File: config.mk
export PLATFORM = sky130hd
export DESIGN_NAME = s4_actividad3_alu
export DESIGN_NICKNAME = d
export VERILOG_FILES = /design/src/rtl/s4_actividad3_alu.sv
export SDC_FILE = /design/constraint.sdc
export NUM_CORES = 1
export LEC_CHECK = 0
export ABC_CLOCK_PERIOD_IN_PS = 9400
export CORE_AREA = 5 5 42 44
export CTS_CLUSTER_DIAMETER = 50
export DETAILED_ROUTE_END_ITERATION = 8
export DIE_AREA = 0 0 47 49
export PLACE_DENSITY = 0.75
export SLEW_MARGIN = 20
export SYNTH_ARGS = -nofsm -noshare
export SYNTH_HDL_FRONTEND = slang
export SYNTH_SLANG_ARGS = --single-unit
File: constraint.sdc
create_clock -name clk -period 9.4 [get_ports clk]
set_input_delay 2.35 -clock clk [delete_from_list [all_inputs] [get_ports clk]]
set_output_delay 2.35 -clock clk [all_outputs]
set_load 0.03 [all_outputs]
File: src/rtl/s4_actividad3_alu.sv
// Registered M-bit ALU: SUB/ADD/OR/AND with {N,Z,C,V,P} flags, one-cycle latency.
// Subtraction shares the adder by inverting B and injecting a carry-in of one.
module s4_actividad3_alu #(
  parameter int M = 4
) (
  input  logic         clk,
  input  logic         reset,
  input  logic [M-1:0] A,
  input  logic [M-1:0] B,
  input  logic [1:0]   OpCode,
  output logic [M-1:0] Result,
  output logic [4:0]   Flags
);

  localparam logic [1:0] OP_SUB = 2'b00;
  localparam logic [1:0] OP_ADD = 2'b01;
  localparam logic [1:0] OP_OR  = 2'b10;
  localparam logic [1:0] OP_AND = 2'b11;

  logic         is_sub;
  logic [M-1:0] b_eff;
  logic [M-1:0] sum;
  logic         carry_out;
  logic [M-1:0] or_bits;
  logic [M-1:0] and_bits;

  logic [M-1:0] result_next;
  logic [4:0]   flags_next;
  logic         c_next;
  logic         v_next;

  logic [M-1:0] result_reg;
  logic [4:0]   flags_reg;

  assign is_sub = (OpCode == OP_SUB);

  generate
    for (genvar gi = 0; gi < M; gi++) begin : g_bitwise
      assign b_eff[gi]    = B[gi] ^ is_sub;
      assign or_bits[gi]  = A[gi] | B[gi];
      assign and_bits[gi] = A[gi] & B[gi];
    end
  endgenerate

  // Ripple-carry adder kept in one process so the carry chain is a local variable.
  always_comb begin
    logic c;
    sum = '0;
    c   = is_sub;
    for (int i = 0; i < M; i++) begin
      sum[i] = A[i] ^ b_eff[i] ^ c;
      c      = (A[i] & b_eff[i]) | (c & (A[i] ^ b_eff[i]));
    end
    carry_out = c;
  end

  always_comb begin
    result_next = sum;
    c_next      = 1'b0;
    v_next      = 1'b0;
    case (OpCode)
      OP_SUB, OP_ADD: begin
        result_next = sum;
        c_next      = carry_out;
        // Using b_eff makes the same sign rule cover both add and subtract.
        v_next      = (A[M-1] == b_eff[M-1]) && (sum[M-1] != A[M-1]);
      end
      OP_OR:   result_next = or_bits;
      OP_AND:  result_next = and_bits;
      default: result_next = sum;
    endcase
    flags_next = {result_next[M-1], ~|result_next, c_next, v_next, ^result_next};
  end

  always_ff @(posedge clk) begin
    if (!reset) begin
      result_reg <= '0;
      flags_reg  <= '0;
    end else begin
      result_reg <= result_next;
      flags_reg  <= flags_next;
    end
  end

  assign Result = result_reg;
  assign Flags  = flags_reg;

endmodule

======== Word level (Yosys, flattened, before mapping) ========
Index checks and enable logic that the tools add are counted.
storage, ports and cells
  register bits ........................... 9
  bits of input ports ..................... 12
  output and inout port bits .............. 9
cells by class
  eq/ne operators ......................... 5
  mux-type cells .......................... 1
  bitwise gates (word level) .............. 32
  reduce and logical (&&, ||, !) cells .... 7
operators by type and width
  operator              number
  $and A1 B1 Y1         12
  $pmux W4 S3           1
  $xor A1 B1 Y1         12
  $or A1 B1 Y1          8
  $eq A2 B2 Y1 const B  2
  $reduce_or A4 Y1      1
  $reduce_xor A4 Y1     1
  $eq A2 B1 Y1 const B  1
  $logic_not A2 Y1      1
  $reduce_and A2 Y1     1
  $reduce_or A2 Y1      1
  $eq A1 B1 Y1          1
  $logic_and A1 B1 Y1   1
  $logic_not A1 Y1      1
  $ne A1 B1 Y1          1

======== Longest topological paths before layout ========
  depth in word-level cells ............... 13
  gate-level depth with buffers ........... 11

======== Worst setup path before layout ========
Ideal clock, no wire load.
  path type ............................... input port to flip-flop
  from .................................... in OpCode[1]
  to ...................................... reg flags_reg[0] (netlist: Flags[0])
  data arrival time ....................... 4730 ps
  data required time ...................... 9285 ps
  setup slack ............................. 4555 ps
  stages .................................. 11
  buffers on the path ..................... 1
  cells stage by stage .................... buf_2 -> nor2_2 -> xnor2_1 -> fa_1 -> fa_1 -> inv_1 -> fa_1 -> o21ai_0 -> ha_1 -> xor2_1 -> and2_1
on the way
  word-level cells in the longest chain between the ends .. 12
ends and longest elaborated chain
  element                RTL line  RTL
  from (decl)            10        input logic [1:0] OpCode,
  $logic_not A2 Y1       35, 61
  $xor A1 B1 Y1          39        assign b_eff[gi] = B[gi] ^ is_sub;
  $xor A1 B1 Y1          51, 52
  $and A1 B1 Y1          52        c = (A[i] & b_eff[i]) | (c & (A[i] ^ b_eff[i]));
  $or A1 B1 Y1           52
  $and A1 B1 Y1          52
  $or A1 B1 Y1           52
  $and A1 B1 Y1          52
  $or A1 B1 Y1           52
  $xor A1 B1 Y1          51        sum[i] = A[i] ^ b_eff[i] ^ c;
  $pmux W4 S3 (*)        61        case (OpCode)
  $reduce_xor A4 Y1 (*)  72        flags_next = {result_next[M-1], ~|result_next, c_next, v_next, ^result_next};
  to (signal assigned)   81        flags_reg <= flags_next;
  to (decl)              33        logic [4:0] flags_reg;
Every way passes the cells marked *; elsewhere a longest branch is shown, timed or not.
A chain may end at the register's enable or synchronous reset.

======== Worst setup path after layout ========
Ends and elaborated chain as after synthesis.

==> results by group <==
Setup path
  – CP peak stage delay: between 0.6 and 0.7 ns
  – CP bufs+invs: 2
  – CP max stage cell: clkdlybuf4s50_1
  – Most frequent CP cell: fa_1
  – Crit end category: register
  – Arr. time, crit path: 5.43 ns
  – Startpoint Class: primary input
  – CP Max Fanout: 12
  – CP top delay family: adder cells
  – Cell Chain, Critical Path: clkdlybuf4s50_1 > nor2_2 > xnor2_1 > fa_1 > fa_1 > inv_1 > fa_1 > o21ai_0 > ha_1 > xor2_1 > and2_1
  – Setup Crit Path Kind: primary input to register
  – CP required: approximately 9.5 ns

Power and ir drop
  – Int Power: between 70 and 80 uW
  – Sequential share of power: 0.356
  – Leak pwr: roughly 0.35 nW
  – Net switching power: 34.85 uW
  – Peak VDD IR: 50.68 uV
  – Gate power share: 0.423
  – Sw frac: 0.3178
  – Clk pwr share: 0.221
  – Pwr per Cell Area: 143.5 nW/um^2

GRT
  – Largest net degree at the start of global routing: 13
  – Total grt overflow: 0
  – Vias in the first global route: roughly 380
  – First-pass GRT wire length: roughly 1500 um
  – Initial antenna violation count: 0
  – All-layer global routing usage: 0.09581

Cells and area
  – Share of cells above drive strength 1: 0.07692
  – Post-route insts no fill: 94
  – Fill count: about 130
  – Area delta synth->final: 43.09%
  – Layout net count: 100
  – Final Core Density: 0.5455
  – Inserted Diodes: 0

Detailed routing
  – Vias per inst: around 4.7
  – Starting DRT DRC Count: 5
  – Number of remaining DRC errors: 0
  – Pre-antenna DRT Iters: 3
  – Wirelength, routed: approximately 940 um
  – WL/cell: about 10 um
  – Via Count: 439
  – Post-route ant nets: 0

Floorplan
  – Total core area: ~1400 sq um
  – Initial Utilization: 0.3812
  – Row cnt: 14
  – Io pins: 21
  – Die X: between 40 and 50 um
  – Die H: between 40 and 50 um
  – Die Footprint: roughly 2300 sq um

Clock network
  – TritonCTS buffer count: 3
  – CTS tree: yes
  – # H-tree levels: 1
  – CTS Sinks: 8
  – Maximum clock insertion buffer count: 2
  – Post-CTS resize count: 0
  – Clock slew seen by the registers of the worst setup and hold paths: 0.05 ns
  – Post-CTS Hold Buffers: 0
  – Postcts setup bufs: 0
  – Root buffer cell: clkbuf_4

Yosys
  – Post-synth cell types: 25
  – Synth area leaders: dfxtp_1 30%, ha_1 12%, fa_1 11%
  – Synth Instances: between 50 and 60
  – Yosys reg bits: 8
  – Post-Syn Nets: 77
  – Syn Area/Cell: 9.373 sq um
  – Seq/Total Area, Yosys: 0.2998
  – Yosys Warn Count: 0
  – Top cell type's share of synthesized area: 0.2998
  – Synth Cell Area: around 530 sq um
  – Cell type with the largest total area after synthesis: dfxtp_1

Place
  – Post-DP HPWL: roughly 820 um
  – Placed cells: just over 90
  – Final GP Congestion: 0.7216
  – Place WS: roughly 3.8 ns
  – Port Buffers: 20

Timing
  – Setup Viol. Count Final: 0
  – Tmin final: 5.293 ns
  – FMAX: approximately 190 MHz
  – Setup TNS Final: 0 ns
  – Fin crit share: 0.5631
  – Rel. slew slack: 0.7330
  – Fin. Hold Viols: 0
  – Worst Max-Slew Pin Slew: between 0.3 and 0.4 ns
  – Max Slew Vio Count: 0
  – Unrepaired setup endpoints after global routing: false
  – PnR worst setup slack: ~4.1 ns

Worst hold path
  – Worst Hold Class: primary input to register

Run status
  – Status: complete, no violations

Run
  – Max cap viols: 0
-- final timing paths --
path	start	to	slack (ns)	cells after the start
max	OpCode[1]	Flags[0]$_SDFF_PN0_	4.11	11
min	reset	Result[1]$_SDFF_PN0_	2.82	2
-- power groups by stage --
| stage | combinational [mW] | sequential, mW | clock, mW |
|---|---|---|---|
| after global routing | 0.0516 | 0.0395 | 0.0279 |
| final | 0.0464 | 0.0391 | 0.0242 |
| after floorplan | 0.0208 | 0.0481 | 0 |
| after CTS | 0.0469 | 0.0391 | 0.0259 |
| after global placement | 0.0458 | 0.0397 | 0 |
| after detailed placement | 0.0468 | 0.0397 | 0 |
-- flip-flops by register name, summed over array words and instances (netlist names) --
name	flops
Flags	4
Result	4
-- logic make-up (layout without fill, tap and decap cells) --
family | count (synthesis) | in the layout | share of synthesized area
AO/OA/AOI/OAI | 10 | 10 | 0.1335
XOR/XNOR | 5 | 5 | 0.08198
adder cells (fa/ha/maj) | 9 | 9 | 0.2506
buffers and inverters | 10 | 31 | 0.07962
flip-flops | 8 | 8 | 0.2998
AND/OR/NAND/NOR | 15 | 15 | 0.1546
-- cells in the mapped netlist, drive strengths merged --
master / count
dfxtp: 8
inv: 8
ha: 5
fa: 3
nand2: 3
nor2: 3
o211a: 3
o21ai: 3
xnor2: 3
and3: 2
buf: 2
nand2b: 2
nor2b: 2
o211ai: 2
xor2: 2
a21oi: 1
a31oi: 1
and2: 1
maj3: 1
nor3: 1
nor4b: 1
-- per-stage QoR --
step,power (mW),hold slack (ns),instance area [sq um]
after floorplan,0.06891,2.472,534.3
after global placement,0.08551,3.077,742.0
after detailed placement,0.08651,3.079,742.0
after CTS,0.1119,2.811,764.5
after global routing,0.1191,2.829,764.5
final,0.1097,2.822,764.5
-- cell usage in the layout (no fill, tap or decap), drive strengths merged --
| cell type | count |
|---|---|
| o211a | 3 |
| dfxtp | 8 |
| nor2b | 2 |
| a31oi | 1 |
| o21ai | 3 |
| fa | 3 |
| nor3 | 1 |
| nor4b | 1 |
| clkdlybuf4s50 | 20 |
| xnor2 | 3 |
| o211ai | 2 |
| clkbuf | 3 |
| a21oi | 1 |
| nand2b | 2 |
| nor2 | 3 |
| and3 | 2 |
| xor2 | 2 |
| ha | 5 |
| inv | 8 |
| nand2 | 3 |
| maj3 | 1 |
| and2 | 1 |
-- per-layer routing --
| layer | global-route usage | routed length [um] |
|---|---|---|
| met1 | 0.09685 | 361 |
| met2 | 0.1403 | 477 |
| met3 | 0.02583 | 80 |
| met4 | 0.1060 | 19 |
| met5 | 0 | 0 |
-- final cells by class --
type | instances | area, sq um | share of cell area
multi-input cells | 39 | 331.6 | 0.4337
clock buffers | 3 | 22.52 | 0.02946
repair buffers | 20 | 200.2 | 0.2619
well taps | 16 | 20.02 | 0.02619
flip-flops and latches | 8 | 160.2 | 0.2095
inverters | 8 | 30.03 | 0.03928
(Power assumes the default switching activity.)
